--- src/rtl/riscv_ctrl_pkg.sv ---
// -----------------------------------------------------------------------------
// riscv_ctrl_pkg
// Shared definitions for the front-end pipeline controller.
//   ctrl_state_e : controller FSM states (3-bit encoding)
//   FWD_*        : operand forward-select encodings
//   fwd_select() : priority encoder for a forward select (EX over MEM)
// -----------------------------------------------------------------------------
package riscv_ctrl_pkg;

  typedef enum logic [2:0] {
    ST_RUN        = 3'd0,
    ST_LOAD_STALL = 3'd1,
    ST_FLUSH      = 3'd2,
    ST_FLUSH_HOLD = 3'd3,
    ST_MEM_WAIT   = 3'd4
  } ctrl_state_e;

  localparam logic [1:0] FWD_RF  = 2'b00;
  localparam logic [1:0] FWD_EX  = 2'b10;
  localparam logic [1:0] FWD_MEM = 2'b01;

  // The EX result is younger than the MEM result, so it wins when both match.
  function automatic logic [1:0] fwd_select(input logic hit_ex, input logic hit_mem);
    if (hit_ex) begin
      return FWD_EX;
    end else if (hit_mem) begin
      return FWD_MEM;
    end
    return FWD_RF;
  endfunction

endpackage

--- src/rtl/pipeline_control_hazard_detect.sv ---
// -----------------------------------------------------------------------------
// hazard_detect
// Purely combinational source/destination comparators for the decode stage.
// Ports:
//   rr1_i, rr2_i, use1_i, use2_i : decode-stage source registers and read enables
//   ex_rw_i, ex_wr_i, ex_load_i  : EX-stage destination, write enable, load flag
//   mem_rw_i, mem_wr_i           : MEM-stage destination, write enable
//   load_use_o                   : a source depends on a load currently in EX
//   raw_ex_o, raw_mem_o          : a source depends on the EX / MEM destination
//   fwd_a_o, fwd_b_o             : forward select per operand (EX over MEM)
// -----------------------------------------------------------------------------
import riscv_ctrl_pkg::*;

module hazard_detect #(
  parameter int REG_W = 5
) (
  input  logic [REG_W-1:0] rr1_i,
  input  logic [REG_W-1:0] rr2_i,
  input  logic             use1_i,
  input  logic             use2_i,
  input  logic [REG_W-1:0] ex_rw_i,
  input  logic             ex_wr_i,
  input  logic             ex_load_i,
  input  logic [REG_W-1:0] mem_rw_i,
  input  logic             mem_wr_i,
  output logic             load_use_o,
  output logic             raw_ex_o,
  output logic             raw_mem_o,
  output logic [1:0]       fwd_a_o,
  output logic [1:0]       fwd_b_o
);

  // x0 is hard-wired to zero, so reading it never depends on an older write.
  function automatic logic src_hit(input logic             use_s,
                                   input logic [REG_W-1:0] rr,
                                   input logic [REG_W-1:0] dst,
                                   input logic             wr);
    return use_s && (rr != '0) && (rr == dst) && wr;
  endfunction

  logic a_ex, b_ex, a_mem, b_mem;

  always_comb begin
    a_ex       = src_hit(use1_i, rr1_i, ex_rw_i, ex_wr_i);
    b_ex       = src_hit(use2_i, rr2_i, ex_rw_i, ex_wr_i);
    a_mem      = src_hit(use1_i, rr1_i, mem_rw_i, mem_wr_i);
    b_mem      = src_hit(use2_i, rr2_i, mem_rw_i, mem_wr_i);
    load_use_o = ex_load_i && (a_ex || b_ex);
    raw_ex_o   = a_ex || b_ex;
    raw_mem_o  = a_mem || b_mem;
    // A load's data is not available at the end of EX, so it cannot feed EX.
    fwd_a_o    = fwd_select(a_ex && !ex_load_i, a_mem);
    fwd_b_o    = fwd_select(b_ex && !ex_load_i, b_mem);
  end

endmodule

--- src/rtl/pipeline_control.sv ---
// -----------------------------------------------------------------------------
// pipeline_control
// Hazard / sequencing controller for the IF->ID->EX front end: PC enable,
// decode-register bubble, ID/EX flush, whole-pipe freeze on data-memory wait,
// and operand forward selects.
// Build option: FORWARD_EN
//   defined   : forward selects active, only load-use hazards stall
//   undefined : forward selects tied to register file, any RAW against the
//               EX or MEM destination stalls until it clears
// Ports:
//   clk, rst                 : clock, asynchronous active-high reset
//   rr1, rr2, use1, use2     : decode-stage sources and read enables
//   ex_rw, ex_wr, ex_load    : EX-stage destination info
//   mem_rw, mem_wr           : MEM-stage destination info
//   branch_taken             : EX resolved a taken branch/jump
//   mem_busy                 : data memory not ready
//   pc_en, nop, id_ex_flush  : PC advance, decode bubble, ID/EX clear
//   freeze                   : hold every pipeline register and the PC
//   fwd_a, fwd_b             : operand sources (00 RF, 10 EX, 01 MEM)
//   timeout_err              : sticky, memory wait reached WAIT_MAX
//   dbg_state, dbg_wait_cnt  : FSM state and wait counter for observation
// Handshake: none; mem_busy is a level that freezes the pipe for every cycle
// it is high, and the controller resumes in the cycle it drops.
// -----------------------------------------------------------------------------
import riscv_ctrl_pkg::*;

module pipeline_control #(
  parameter int REG_W    = 5,
  parameter int WAIT_MAX = 15,
  parameter int CNT_W    = 4
) (
  input  logic             clk,
  input  logic             rst,
  input  logic [REG_W-1:0] rr1,
  input  logic [REG_W-1:0] rr2,
  input  logic             use1,
  input  logic             use2,
  input  logic [REG_W-1:0] ex_rw,
  input  logic             ex_wr,
  input  logic             ex_load,
  input  logic [REG_W-1:0] mem_rw,
  input  logic             mem_wr,
  input  logic             branch_taken,
  input  logic             mem_busy,
  output logic             pc_en,
  output logic             nop,
  output logic             id_ex_flush,
  output logic             freeze,
  output logic [1:0]       fwd_a,
  output logic [1:0]       fwd_b,
  output logic             timeout_err,
  output logic [2:0]       dbg_state,
  output logic [CNT_W-1:0] dbg_wait_cnt
);

`ifdef FORWARD_EN
  localparam logic FWD_ON = 1'b1;
`else
  localparam logic FWD_ON = 1'b0;
`endif

  localparam logic [CNT_W-1:0] CNT_MAX = CNT_W'(WAIT_MAX);
  localparam logic [CNT_W-1:0] CNT_ONE = CNT_W'(1);

  ctrl_state_e      state_q, state_d;
  logic [CNT_W-1:0] cnt_q, cnt_d;
  logic             timeout_q, timeout_d;

  logic       load_use, raw_ex, raw_mem, stall_hazard;
  logic [1:0] fwd_a_raw, fwd_b_raw;
  logic       pc_en_c, nop_c, flush_c, freeze_c;

  hazard_detect #(.REG_W(REG_W)) u_hazard (
    .rr1_i      (rr1),
    .rr2_i      (rr2),
    .use1_i     (use1),
    .use2_i     (use2),
    .ex_rw_i    (ex_rw),
    .ex_wr_i    (ex_wr),
    .ex_load_i  (ex_load),
    .mem_rw_i   (mem_rw),
    .mem_wr_i   (mem_wr),
    .load_use_o (load_use),
    .raw_ex_o   (raw_ex),
    .raw_mem_o  (raw_mem),
    .fwd_a_o    (fwd_a_raw),
    .fwd_b_o    (fwd_b_raw)
  );

  // Without forwarding every RAW must wait for the write-back to land.
  assign stall_hazard = load_use || (!FWD_ON && (raw_ex || raw_mem));

  always_ff @(posedge clk or posedge rst) begin
    if (rst) begin
      state_q   <= ST_RUN;
      cnt_q     <= '0;
      timeout_q <= 1'b0;
    end else begin
      state_q   <= state_d;
      cnt_q     <= cnt_d;
      timeout_q <= timeout_d;
    end
  end

  // Hazards detected in RUN are registered into the state; the stall or
  // flush action is driven from that state in the following cycle.
  always_comb begin
    state_d  = state_q;
    cnt_d    = cnt_q;
    pc_en_c  = 1'b0;
    nop_c    = 1'b0;
    flush_c  = 1'b0;
    freeze_c = 1'b0;

    if (mem_busy) begin
      // Memory wait overrides every state's outputs. Only RUN starts a new
      // wait; other states keep their place until the memory answers.
      freeze_c = 1'b1;
      if (state_q == ST_RUN) begin
        // The cycle that sees mem_busy is the first waited cycle.
        state_d = ST_MEM_WAIT;
        cnt_d   = CNT_ONE;
      end else if (state_q == ST_MEM_WAIT) begin
        cnt_d = (cnt_q == CNT_MAX) ? cnt_q : cnt_q + CNT_ONE;
      end
    end else begin
      unique case (state_q)
        // MEM_WAIT with memory ready behaves as RUN on the same inputs.
        ST_RUN, ST_MEM_WAIT: begin
          pc_en_c = 1'b1;
          cnt_d   = '0;
          if (branch_taken) begin
            state_d = ST_FLUSH;
          end else if (stall_hazard) begin
            state_d = ST_LOAD_STALL;
          end else begin
            state_d = ST_RUN;
          end
        end
        ST_LOAD_STALL: begin
          flush_c = 1'b1;
          if (branch_taken) begin
            state_d = ST_FLUSH;
          end else if (!FWD_ON && stall_hazard) begin
            state_d = ST_LOAD_STALL;
          end else begin
            state_d = ST_RUN;
          end
        end
        ST_FLUSH: begin
          pc_en_c = 1'b1;
          nop_c   = 1'b1;
          flush_c = 1'b1;
          state_d = ST_FLUSH_HOLD;
        end
        ST_FLUSH_HOLD: begin
          state_d = ST_RUN;
        end
        default: begin
          state_d = ST_RUN;
          cnt_d   = '0;
        end
      endcase
    end

    timeout_d = timeout_q || (cnt_d == CNT_MAX);
  end

  // Reset forces a safe bubble-and-flush output set regardless of inputs.
  always_comb begin
    if (rst) begin
      pc_en       = 1'b0;
      nop         = 1'b1;
      id_ex_flush = 1'b1;
      freeze      = 1'b0;
      fwd_a       = FWD_RF;
      fwd_b       = FWD_RF;
    end else begin
      pc_en       = pc_en_c;
      nop         = nop_c;
      id_ex_flush = flush_c;
      freeze      = freeze_c;
      fwd_a       = FWD_ON ? fwd_a_raw : FWD_RF;
      fwd_b       = FWD_ON ? fwd_b_raw : FWD_RF;
    end
  end

  assign timeout_err  = timeout_q;
  assign dbg_state    = state_q;
  assign dbg_wait_cnt = cnt_q;

endmodule

--- config.mk ---
export PLATFORM = sky130hd
export DESIGN_NAME = pipeline_control
export DESIGN_NICKNAME = d
export VERILOG_FILES = /design/src/rtl/riscv_ctrl_pkg.sv /design/src/rtl/pipeline_control_hazard_detect.sv /design/src/rtl/pipeline_control.sv
export SDC_FILE = /design/constraint.sdc
export NUM_CORES = 1
export LEC_CHECK = 0
export ABC_CLOCK_PERIOD_IN_PS = 2400
export BUFFER_PORTS_ARGS = -buffer_cell sky130_fd_sc_hd__clkbuf_2
export CORE_MARGIN = 10
export CORE_UTILIZATION = 34
export DETAILED_ROUTE_END_ITERATION = 7
export GPL_TIMING_DRIVEN = 0
export PLACE_DENSITY_LB_ADDON = 0.12
export REMOVE_ABC_BUFFERS = 1
export SLEW_MARGIN = 20
export SYNTH_ARGS = -nofsm -noshare
export SYNTH_HDL_FRONTEND = slang
export SYNTH_HIERARCHICAL = 1
export SYNTH_SLANG_ARGS = --single-unit
--- constraint.sdc ---
create_clock -name clk -period 2.4 [get_ports clk]
set_clock_uncertainty 0.05 [all_clocks]
set_input_delay 0.24 -clock clk [delete_from_list [all_inputs] [get_ports clk]]
set_output_delay 0.24 -clock clk [all_outputs]
set_load 0.01 [all_outputs]
### Yosys cells after proc, flatten, opt, wreduce, memory -nomap -nowiden

Cells that the tools add are included.

| storage, ports and cells | value |
|---|---|
| bits in registers | 8 |
| bits in latches | 0 |
| RAM bits | 0 |
| ROM bits | 0 |
| output and inout port bits | 16 |
| memories kept | 0 |

| cells by class | value |
|---|---|
| add/subtract/negate cells | 1 |
| multipliers | 0 |
| div/mod/pow operators | 0 |
| $lt $le $gt $ge | 0 |
| equality and inequality tests | 11 |
| shift operators | 0 |
| multiplexer cells | 21 |
| bitwise logic cells | 0 |
| reductions and logical operators | 23 |

Operators with widths:

| kind | number |
|---|---|
| $eq 5x5->1 | 4 |
| $mux 4 | 5 |
| $mux 1 | 12 |
| $logic_and 1x1->1 | 11 |
| $reduce_bool 5->1 | 2 |
| $reduce_or 3->1 | 3 |
| $eq 4x4->1 const B | 2 |
| $eq 3x2->1 const B | 2 |
| $mux 3 | 2 |
| $pmux 3 s2 | 1 |
| $logic_or 1x1->1 | 5 |
| $add 4x1->4 const B | 1 |
| $eq 3x1->1 const B | 1 |
| $eq 3x3->1 const B | 1 |
| $logic_not 3->1 | 1 |
| $mux 2 | 1 |
| $ne 2x1->1 const B | 1 |
| $reduce_or 2->1 | 1 |

### Longest topological paths before layout

Gate-level depths: netlist of the first run.

| logic depth | value |
|---|---|
| depth after elaboration | 11 |
| gate-level depth with buffers | 8 |

### By module

Netlist of the first run, hierarchy kept.

Modules (own cells, without submodules):

| module | times used | cells each | area each (µm²) | sequential area each (µm²) |
|---|---|---|---|---|
| pipeline_control | 1 | 64 | 590.6 | 200.2 |
| hazard_detect | 1 | 47 | 332.8 | 0.0 |

### Worst setup path after synthesis of the first run

OpenSTA, ideal clock, no wires.

| path | value |
|---|---|
| kind | register -> output |
| start | register state_q[2] (netlist: dbg_state[2]) |
| end | output pc_en |
| data arrival time | 1.276 ns |
| required time | 2.110 ns |
| path slack | 0.834 ns |
| stages on the path, launching flop included | 3 |
| path through | dfrtp_1 clkbuf_1 a2111oi_0 |

| on the way | value |
|---|---|
| longest elaborated chain between the ends | 5 |
| elaborated cells between the ends (all ways) | 7 |
| those cells by class | eq/ne (2); mux (3); reduce/logical (2) |

Ends and longest elaborated chain:

| item | line | text |
|---|---|---|
| start, declared | pipeline_control.sv:65 | `ctrl_state_e state_q, state_d;` |
| start signal, assigned | pipeline_control.sv:99 | `state_q <= state_d;` |
| $eq 3x3->1, or another cell as far along | pipeline_control.sv:127 | `unique case (state_q)` |
| $reduce_or 3->1 (no source line) * | - |  |
| $mux 1 * | pipeline_control.sv:127 |  |
| $mux 1 * | pipeline_control.sv:115 | `if (mem_busy) begin` |
| $mux 1 * | pipeline_control.sv:171 | `if (rst) begin` |
| end, declared | pipeline_control.sv:45 | `output logic pc_en,` |

Mark *: on every way between the ends. The rest lies on a longest branch, timed or not.

### Final worst setup path of the first run

| path | value |
|---|---|
| start | input rst |
| end | output pc_en |

| on the way | value |
|---|---|
| longest elaborated chain between the ends | 1 |

Ends and longest elaborated chain:

| item | line | text |
|---|---|---|
| start, declared | pipeline_control.sv:33 | `input logic rst,` |
| $mux 1 | pipeline_control.sv:171 |  |

Every way passes these cells.

==> results of run 1 <==
final timing paths:
| kind | from | to | cells after the start |
|---|---|---|---|
| worst max-delay path | rst | pc_en | 4 |
| worst min-delay path | branch_taken | dbg_state[0] | 4 |
| worst max register to register | dbg_state[1] | timeout_err | 4 |
| worst min register to register | timeout_err | timeout_err | 1 |
| max in group asynchronous | rst | dbg_wait_cnt[2] | 3 |
| min in group asynchronous | rst | dbg_state[2] | 3 |
timing repair:
action                    in CTS  in global routing
hold buffers                   1                  0
setup buffers                  0                  0
hold endpoints to repair       8                  0
worst max-delay path: stages:
cell and delay, ns:
dlygate4sd3_1 0.53, clkbuf_2 0.12, a2111oi_0 0.39, clkbuf_2 0.21
stage by stage:
stage | cells | cell area [um^2] | total power [uW] | worst slack [ns] | utilization (%)
after detailed placement | 170 | 1070 | 656 | 0.617 | 43.3
after global placement | 170 | 1070 | 652 | 0.629 | 43.3
after floorplan | 100 | 835 | 506 | 0.828 | -
after global routing | 174 | 1100 | 824 | 0.425 | 44.6
final | 174 | 1100 | 752 | 0.615 | 44.6
after CTS | 174 | 1100 | 763 | 0.574 | 44.6
registers in the layout, indices dropped and copies added, names as in the netlist:
signal	cells
dbg_state	3
dbg_wait_cnt	4
timeout_err	1
final cells by class:
| type | instances | area share (%) |
|---|---|---|
| sequential | 8 | 18.1 |
| clock buffer | 3 | 2.04 |
| inverter | 2 | 0.680 |
| multi-input combinational | 90 | 56.7 |
| tap | 30 | 3.40 |
| timing repair buffer | 41 | 19.0 |
power groups by stage:
| stage | sequential [uW] | combinational (uW) | clock [uW] |
|---|---|---|---|
| 5_1_grt | 300 | 408 | 115 |
| 6_report | 285 | 363 | 103 |
| 3_5_place_dp | 289 | 367 | 0 |
| 3_3_place_gp | 288 | 364 | 0 |
| 2_1_floorplan | 286 | 220 | 0 |
| 4_1_cts | 287 | 370 | 105 |
per-layer routing:
layer	vias up	wire, um	global-route usage [%]
met3	2	174	2.65
met1	397	1120	10.8
li1	450	-	-
met2	27	1110	15.4
met4	0	17	3.87
met5	-	0	0
layout by cell type (no fill, tap or decap):
cell type,instances
clkbuf_2,40
xor2_1,12
nand2_1,11
xnor2_1,9
dfrtp_1,8
nor2_1,7
nand4_1,6
nor3_1,4
nor2b_1,4
nand3_1,4
conb_1,4
nor4_1,3
o21ai_0,3
clkbuf_4,3
o31ai_1,2
a21oi_1,2
inv_1,2
nor4_2,2
nor2_8,1
a211oi_1,1
and3_1,1
and2_1,1
or2_1,1
o211ai_1,1
a2bb2oi_1,1
o211a_1,1
a41oi_2,1
nor4b_2,1
a2111oi_2,1
a41o_1,1
a2111oi_0,1
nor3b_1,1
nor4b_1,1
ha_1,1
dlygate4sd3_1,1
a21boi_1,1
==> results.ini, run 1 <==
[outcome]
status=complete, no violations

[power_and_ir_drop]
ir_worst_vdd_uv=487
p_seq_share_pct=37.9
p_leak_uw=0.000519
switching_share_pct=47.2
combPwrFrac_pct=48.3
p_clk_share_pct=13.7
p_per_area_mw_per_mm2=681
internal-power_uw=398
p_sw_uw=355

[global_route]
grt_pass1_wl_um=4030
gr-total-overflow=0
antenna_found_initial=0
grtUsageTotal_pct=9.25
grt_pass1_vias=921
grt_max_degree=15

[timing]
period_share_pct=74.4
setup_viol=0
slew_violations=0
layout_min_cycle_time_ns=1.78
hold_viol=0
hold-worst-slack_ns=0.314
rsz0062_at_grt=no
fin_setup_tns_ns=0
fmax_mhz=560

[routing]
wl_per_cell_um=13.9
dr.pass1.iters=3
via_count=876
vias_per_cell=5.03
wirelength_um=2430
drc_errors=0
drt_iter0_markers=36
ant_nets=0

[cts]
root_buffer=clkbuf_4
clkSinkCount=8
clk_path_buf_depth=2
clk_pin_slew_ns=0.06
cts_buffers=3
insertion_delay_ns=0.25
cts_tree=built
h-tree-depth=1
post_cts_resized=0

[floorplan]
coreArea_mm2=0.00248
io_pins=45
die_height_um=71.0
die_x_um=71.0
rows=18
die_area_mm2=0.00504
initial_core_util_pct=35.7

[logic_synthesis]
syn_area_um2=883
ys.warnings.count=6
postSynthAreaPerCell_um2=8.41
syn_inst=105

[worst_setup_path]
critical_path_arrival_ns=1.49
startpoint_type=primary input
critical_path_class=in2out
cp_max_fo=3
cp.required_ns=2.11
critPathCaptureType=output port
reg2reg_slack_ns=0.76

[hold_path]
min_path_type=in2reg

[placement]
portBuffers=40
dpl.hpwl_um=2080
gp_congestion=0.757

[cells_and_area]
ff_latch_area_um2=200
fill_cells=267
drive_gt1_share_pct=34.0
nets=176
diodes=0
multi_input_area_um2=627
area_delta_synth_final_pct=25.1

[job]
drv_cap=0

(Power assumes the default switching activity.)
==> run 2, diff against run 1 <==
Settings changed: ABC_AREA from default to 1, ABC_CLOCK_PERIOD_IN_PS 2400 to 1800.
Clock period 2.4 ns to 1.8 ns, I/O delays scaled along.
==> results.ini, run 2 <==
[cells_and_area]
final_cell_mix=66 x nand2_1, 40 x clkbuf_2, 28 x inv_1
diodes=0  ; unchanged
nets=259  ; +47%
drive_gt1_share_pct=26.4  ; -7.6 points
final_common_cell=nand2_1
fin_util_pct=45.2  ; +0.57 points
area_delta_synth_final_pct=25.7
largest_register_ff_count=4  ; unchanged

[global_route]
grtUsageTotal_pct=9.75  ; +0.50 points
antenna_found_initial=0  ; unchanged
grt_pass1_wl_um=4530  ; +12%
grt_pass1_vias=1158  ; +26%
grt_max_degree=12  ; -3
gr-total-overflow=0  ; unchanged

[outcome]
status=complete, no violations

[placement]
pre_cts_ws_ns=0.278  ; -0.339 ns
portBuffers=40  ; unchanged
dpl.hpwl_um=2410  ; +16%
gp_congestion=0.817  ; +7.9%

[worst_setup_path]
critPathSlowestCell=dlygate4sd3_1
crit_path_frequent_cell=clkbuf_2
slowest_delay_ns=0.52  ; about the same
worstPathCellList=dlygate4sd3_1 -> clkbuf_2 -> clkinvlp_4 -> o2111ai_1 -> inv_1 -> clkbuf_2
critPathTopFamily=buffers and inverters
crit_buf_inv=5  ; +2
critPathCaptureType=output port
startpoint_type=primary input
cp.required_ns=1.57  ; -0.54 ns
cp_max_fo=11  ; +8
critical_path_arrival_ns=1.38  ; -0.11 ns
critical_path_class=in2out

[routing]
dr.pass1.iters=4  ; +1
drt_iter0_markers=66  ; +83%
via_count=1172  ; +34%
wirelength_um=2750  ; +13%
vias_per_cell=4.54  ; -9.8%
ant_nets=0  ; unchanged
drc_errors=0  ; unchanged
wl_per_cell_um=10.7  ; -23%

[hold_path]
min_path_type=in2reg

[cts]
clk_path_buf_depth=2  ; unchanged
clkSinkCount=8  ; unchanged
h-tree-depth=1  ; unchanged
cts_tree=built
clk_pin_slew_ns=0.05  ; about the same
post-cts-setup-buffers=0  ; unchanged
insertion_delay_ns=0.24  ; about the same
cts_buffers=3  ; unchanged
root_buffer=clkbuf_4

[power_and_ir_drop]
p_leak_uw=0.000774  ; +49%
ir_worst_vdd_uv=605  ; +24%
p_per_area_mw_per_mm2=834  ; +23%

[timing]
fin_setup_tns_ns=0  ; unchanged
setup_viol=0  ; unchanged
rsz0062_at_grt=no
setup_slack_ns=0.187  ; -0.428 ns
period_share_pct=89.6
hold_viol=0  ; unchanged
slew_violations=0  ; unchanged
layout_min_cycle_time_ns=1.61
hold-worst-slack_ns=0.189  ; -0.126 ns
fmax_mhz=620

[floorplan]
io_pins=45  ; unchanged
die_height_um=74.2  ; +4.6%
coreArea_mm2=0.00278  ; +12%
initial_core_util_pct=35.9  ; +0.29 points
die_x_um=74.2  ; +4.6%
die_area_mm2=0.00551  ; +9.4%
rows=19  ; +1

[logic_synthesis]
postSynthAreaPerCell_um2=5.43  ; -35%
ys.warnings.count=6  ; unchanged
syn_inst=184  ; +75%
syn_area_um2=1000  ; +13%

[job]
drv_cap=0  ; unchanged

run 2: worst paths after layout:
path | from | end | slack (ns) | depth (start not counted)
setup / recovery | rst | pc_en | 0.19 | 6
max in group asynchronous | rst | dbg_wait_cnt[0] | 1.16 | 3
setup reg to reg | dbg_wait_cnt[0] | timeout_err | 0.27 | 11
hold reg to reg | timeout_err | timeout_err | 0.42 | 2
hold / removal | branch_taken | dbg_state[1] | 0.19 | 3
min in group asynchronous | rst | timeout_err | 0.37 | 3
run 2: timing repair:
item | in CTS | in global routing
hold endpoints to repair | 8 | 0
hold buffers | 1 | 0
resized for setup | 0 | 1
endpoints found under the setup margin | 0 | 1
run 2: layout make-up:
cell class	instances	area (um^2)
tap	31	38.8
inverter	36	139
multi-input combinational	139	646
clock buffer	3	22.5
timing repair buffer	41	210
sequential	8	200
fill	326	1530
run 2: worst register-to-register path, stage by stage, from the launching register on:
cell     delay, ns
dfrtp_1       0.44
ha_1          0.27
nand2_1       0.08
nor2_1        0.05
nor2_2        0.16
nand2_1       0.07
nand2_1       0.05
nand2_1       0.06
nand2_1       0.06
inv_1         0.04
nand2_1       0.05
nand2_1       0.04
run 2: power breakdown:
part	internal (uW)	switching, uW	leakage (uW)
Sequential	237	104	0.0000993
Clock	75.8	54.0	0.0000138
Combinational	216	360	0.000661
Total	530	518	0.000774
run 2: per-stage QoR:
step / std cells / total power (uW) / instance area (um^2)
after global routing: 258 / 1170 / 1260
final: 258 / 1050 / 1260
after floorplan: 183 / 714 / 981
after CTS: 258 / 1060 / 1250
after global placement: 254 / 932 / 1220
after detailed placement: 254 / 926 / 1220
run 2: routing by layer:
| layer | vias up | track usage [%] | part of all wire [%] |
|---|---|---|---|
| met4 | 0 | 3.25 | 0.91 |
| met3 | 2 | 3.06 | 8.6 |
| met5 | - | 0 | 0 |
| met2 | 29 | 17.0 | 45 |
| met1 | 491 | 11.0 | 45 |
| li1 | 650 | - | - |
